**src/rtl/dec2x4_pkg.sv**
```systemverilog
// dec2x4_pkg: code/one-hot types, decoded line constants and the 2-to-4 decode map
package dec2x4_pkg;
  typedef logic [1:0] code_t;
  typedef logic [3:0] onehot_t;
  localparam onehot_t LINE_X1 = 4'b0001;
  localparam onehot_t LINE_X2 = 4'b0010;
  localparam onehot_t LINE_X3 = 4'b0100;
  localparam onehot_t LINE_X4 = 4'b1000;
  function automatic onehot_t decode(input code_t c);
    return c == 2'd0 ? LINE_X1 : c == 2'd1 ? LINE_X2 : c == 2'd2 ? LINE_X3 : LINE_X4;
  endfunction
endpackage

```
**src/rtl/dec2x4_fifo.sv**
```systemverilog
// dec2x4_fifo: DEPTH-entry code FIFO with EMPTY/PARTIAL/FULL tracking, decoding at the read port
module dec2x4_fifo
  import dec2x4_pkg::*;
#(
  parameter int DEPTH = 2
) (
  input  logic    clk,
  input  logic    rst,
  input  logic    flush,
  input  logic    wr_en,
  input  code_t   wr_code,
  input  logic    rd_en,
  output logic    full,
  output logic    empty,
  output onehot_t rd_onehot
);
  localparam int PTR_W = DEPTH > 1 ? $clog2(DEPTH) : 1;
  localparam logic [1:0] ST_EMPTY = 2'd0, ST_PARTIAL = 2'd1, ST_FULL = 2'd2;
  logic [PTR_W:0] occ;
  logic [PTR_W-1:0] wr_ptr, rd_ptr;
  logic [1:0] state;
  logic push, pop;
  code_t mem [DEPTH];
  always_comb begin
    state = occ == '0 ? ST_EMPTY : occ == (PTR_W+1)'(DEPTH) ? ST_FULL : ST_PARTIAL;
    full = state == ST_FULL;
    empty = state == ST_EMPTY;
    push = wr_en && !full && !flush;
    pop = rd_en && !empty && !flush;
    rd_onehot = empty ? '0 : decode(mem[rd_ptr]);
  end
  // pointers wrap naturally because DEPTH is a power of two
  always_ff @(posedge clk or posedge rst)
    if (rst) begin
      occ <= '0;
      wr_ptr <= '0;
      rd_ptr <= '0;
    end else if (flush) begin
      occ <= '0;
      wr_ptr <= '0;
      rd_ptr <= '0;
    end else begin
      if (push) wr_ptr <= wr_ptr + 1'b1;
      if (pop) rd_ptr <= rd_ptr + 1'b1;
      occ <= occ + (PTR_W+1)'(push) - (PTR_W+1)'(pop);
    end
  always_ff @(posedge clk)
    if (push) mem[wr_ptr] <= wr_code;
endmodule

```
**src/rtl/dec2x4_seq.sv**
```systemverilog
// dec2x4_seq: buffered 2-to-4 decoder with valid/ready handshake on both sides.
// Define DEC2X4_SEQ_CNT_EN to enable the saturating decoded-word counter on count.
module dec2x4_seq
  import dec2x4_pkg::*;
#(
  parameter int DEPTH = 2,
  parameter int CNT_W = 8
) (
  input  logic             clk,
  input  logic             rst,
  input  logic             flush,
  input  logic             in_valid,
  input  code_t            in_code,
  output logic             in_ready,
  output logic             out_valid,
  output onehot_t          out_onehot,
  input  logic             out_ready,
  output logic [CNT_W-1:0] count
);
  logic full, empty;
  dec2x4_fifo #(.DEPTH(DEPTH)) u_fifo (
    .clk(clk),
    .rst(rst),
    .flush(flush),
    .wr_en(in_valid),
    .wr_code(in_code),
    .rd_en(out_ready),
    .full(full),
    .empty(empty),
    .rd_onehot(out_onehot)
  );
  assign in_ready = !full && !flush;
  assign out_valid = !empty;
`ifdef DEC2X4_SEQ_CNT_EN
  always_ff @(posedge clk or posedge rst)
    if (rst) count <= '0;
    else if (flush) count <= '0;
    else if (out_valid && out_ready && count != '1) count <= count + 1'b1;
`else
  assign count = '0;
`endif
endmodule

```
**config.mk**
```make
export PLATFORM = sky130hd
export DESIGN_NAME = dec2x4_seq
export DESIGN_NICKNAME = d
export VERILOG_FILES = /design/src/rtl/dec2x4_pkg.sv /design/src/rtl/dec2x4_fifo.sv /design/src/rtl/dec2x4_seq.sv
export SDC_FILE = /design/constraint.sdc
export NUM_CORES = 1
export LEC_CHECK = 0
export BUFFER_PORTS_ARGS = -buffer_cell sky130_fd_sc_hd__buf_2
export CAP_MARGIN = 0
export CELL_PAD_IN_SITES_DETAIL_PLACEMENT = 1
export CELL_PAD_IN_SITES_GLOBAL_PLACEMENT = 1
export CORE_UTILIZATION = 35
export DETAILED_ROUTE_END_ITERATION = 6
export PLACE_DENSITY_LB_ADDON = 0.1
export SYNTH_ARGS = -nofsm -noshare
export SYNTH_HDL_FRONTEND = slang
export SYNTH_HIERARCHICAL = 1
export SYNTH_SLANG_ARGS = --single-unit
```
**constraint.sdc**
```tcl
create_clock -name clk -period 5.2 [get_ports clk]
set_input_delay 1.04 -clock clk [delete_from_list [all_inputs] [get_ports clk]]
set_output_delay 1.04 -clock clk [all_outputs]
set_load 0.005 [all_outputs]
```
==> results.json <==
{
  "post_cts_buffers": 0,
  "cp_cell_sequence": "buf_2 -> nor2_1 -> buf_2",
  "synth_common_cells": "nor2_1, buf_4, inv_1",
  "synth-edff-count": 4,
  "ios": 21,
  "hold_start": "u_fifo/occ[1]",
  "gp_congestion": 0.668,
  "skew_ns": 0.000659,
  "power_mw": 0.179,
  "setup_violations": 0,
  "cts.sinks": 8,
  "cap_violations": 0,
  "synth_area_leaders": "edfxtp_1, dfrtp_1, buf_4, nor2_1, ha_1",
  "post_cts_resized": 0,
  "grt_use_total": 0.139,
  "layout_setup_ws_ns": 2.74,
  "slew_violations": 0,
  "chipHeight_microns": 41.2,
  "period_minus_slack_ns": 2.46,
  "die_x_microns": 41.2,
  "clock_latency_ns": 0.25,
  "wl_microns": 951,
  "worst-path-buf-inv": 2,
  "layout.nets": 81,
  "rsz0062_at_grt": "no",
  "ctsHoldBuffers": 0,
  "cts_root_buf": "clkbuf_4",
  "fin_tns_setup_ns": 0,
  "grt_pass1_wl_microns": 1430,
  "async_reset_ff_frac": 0.500,
  "yosysSeqAreaShare": 0.410,
  "wl_per_cell_microns": 11.1,
  "cts_tree": "yes",
  "pre_cts_ws_ns": 2.73,
  "min_path_type": "reg -> reg",
  "io_buffer_count": 12,
  "grt_start_max_net_pins": 11,
  "fp.dieArea_sq_um": 1690,
  "layout-drive-gt1-share": 0.268,
  "synth.distinct_cells": 25,
  "crit_cells": 3,
  "crit_path_end_kind": "output port",
  "diodes": 0,
  "clk_path_buf_depth": 2,
  "dr.pass1.iters": 2,
  "finalCritPeriodShare": 0.474,
  "grt-ovfl-total": 0,
  "dp_hpwl_microns": 817,
  "via_count": 398,
  "synth.top_cell.area_share": 0.224,
  "rr_startpoint": "u_fifo/occ[1]",
  "critPathArrivalTime_ns": 1.42,
  "cp_common_cell": "buf_2",
  "critPathSlowestCell": "buf_2",
  "dp.cells": 82,
  "worst-path-max-fanout": 10,
  "powerDensity_nw_per_um2": 299,
  "min_path_cells": 2,
  "cts_buffers": 3,
  "start_util": 0.393,
  "yosys_register_bits": 8,
  "via_per_inst": 4.63,
  "syn_area_per_cell_sq_um": 9.25,
  "ys_warn_count": 6,
  "worstSetupStartpoint": "flush",
  "critPathRequiredTime_ns": 4.16,
  "start_kind": "primary input",
  "r2r_cells": 9,
  "synth_ff_type": "edfxtp_1",
  "vdd_ir_drop_max_mv": 0.109,
  "fmax_mhz": 406,
  "grt_pass1_vias": 338,
  "outcome": "completed",
  "clk_pin_slew_ns": 0.05,
  "syn_area_sq_um": 537,
  "rows": 13,
  "dpl_cell_area_sq_um": 573,
  "path_delay_family": "buffers and inverters",
  "syn_inst": 58,
  "yosysMostFrequentCell": "nor2_1",
  "core-area_sq_um": 1370,
  "hold_violations": 0,
  "first_iter_violations": 1,
  "instances_no_fill": 86,
  "h-tree-depth": 1,
  "yosysTopAreaCell": "edfxtp_1",
  "critical_path_class": "in -> out",
  "p_leak_nw": 0.305,
  "areaGrowthSynthToFinish_pct": 11.7,
  "drtAntennaViolNets": 0,
  "antenna_found_initial": 0,
  "route.detailed.drc": 0,
  "critPathMaxStageDelay_ns": 0.15,
  "design_area_sq_um": 599
}
through the flow:
stage               utilization  hold slack [ns]
floorplan                     -            0.573
global placement          0.419            0.612
detailed placement        0.419            0.625
CTS                       0.439            0.632
global route              0.439            0.678
finish                    0.439            0.631
power breakdown:
group / total (mW) / switching (mW) / internal (mW)
Sequential: 0.0840 / 0.0102 / 0.0738
Combinational: 0.0448 / 0.0223 / 0.0226
Clock: 0.0502 / 0.0209 / 0.0293
Total: 0.179 / 0.0534 / 0.126
metal layers:
| layer | vias up | wire length, microns | global-route usage |
|---|---|---|---|
| li1 | 198 | - | - |
| met1 | 182 | 447 | 0.163 |
| met2 | 16 | 430 | 0.211 |
| met3 | 2 | 62 | 0.0652 |
| met4 | 0 | 11 | 0.0726 |
| met5 | - | 0 | 0 |
worst paths after layout:
path | to | slack [ns]
worst min-delay path | u_fifo/occ[1] | 0.63
min in group asynchronous | u_fifo/occ[1] | 0.66
max in group asynchronous | u_fifo/rd_ptr | 4.39
worst min register to register | u_fifo/occ[1] | 0.63
worst max register to register | u_fifo/occ[1] | 3.25
worst max-delay path | in_ready | 2.74
tightest hold or removal path: cells and delay by family (launching register included):
| kind | cells | cell delay [ns] |
|---|---|---|
| AND/OR/NAND/NOR | 2 | 0.17 |
| flip-flops | 1 | 0.42 |
cells in the final DEF, fill, tap and decap left out, drive strengths merged, types with 2 or more instances in the layout:
cell type  instances
conb               8
nor2b              3
inv                5
ha                 2
nor3               3
clkbuf             4
edfxtp             4
nor2              11
a21oi              2
dfrtp              4
xor2               2
buf               12
sequential cells by signal (all words and copies together) (netlist names):
register       cells
u_fifo/mem         4
u_fifo/occ         2
u_fifo/rd_ptr      1
u_fifo/wr_ptr      1
layout make-up:
class,instances,area [sq um]
well taps,15,18.8
clock buffers,4,26.3
multi-input cells,42,255
inverters,5,18.8
repair buffers,12,60.1
flip-flops and latches,8,220
fillers,177,767
logic make-up after synthesis:
logic type,count (synthesis),share of synthesized area
XOR/XNOR,2,0.0326
other,1,0.00699
AND/OR/NAND/NOR,24,0.249
AO/OA/AOI/OAI,5,0.0629
multiplexers,1,0.0280
buffers and inverters,15,0.163
flip-flops,8,0.410
adder cells (fa/ha/maj),2,0.0466
Power figures use the tool's default switching activity.
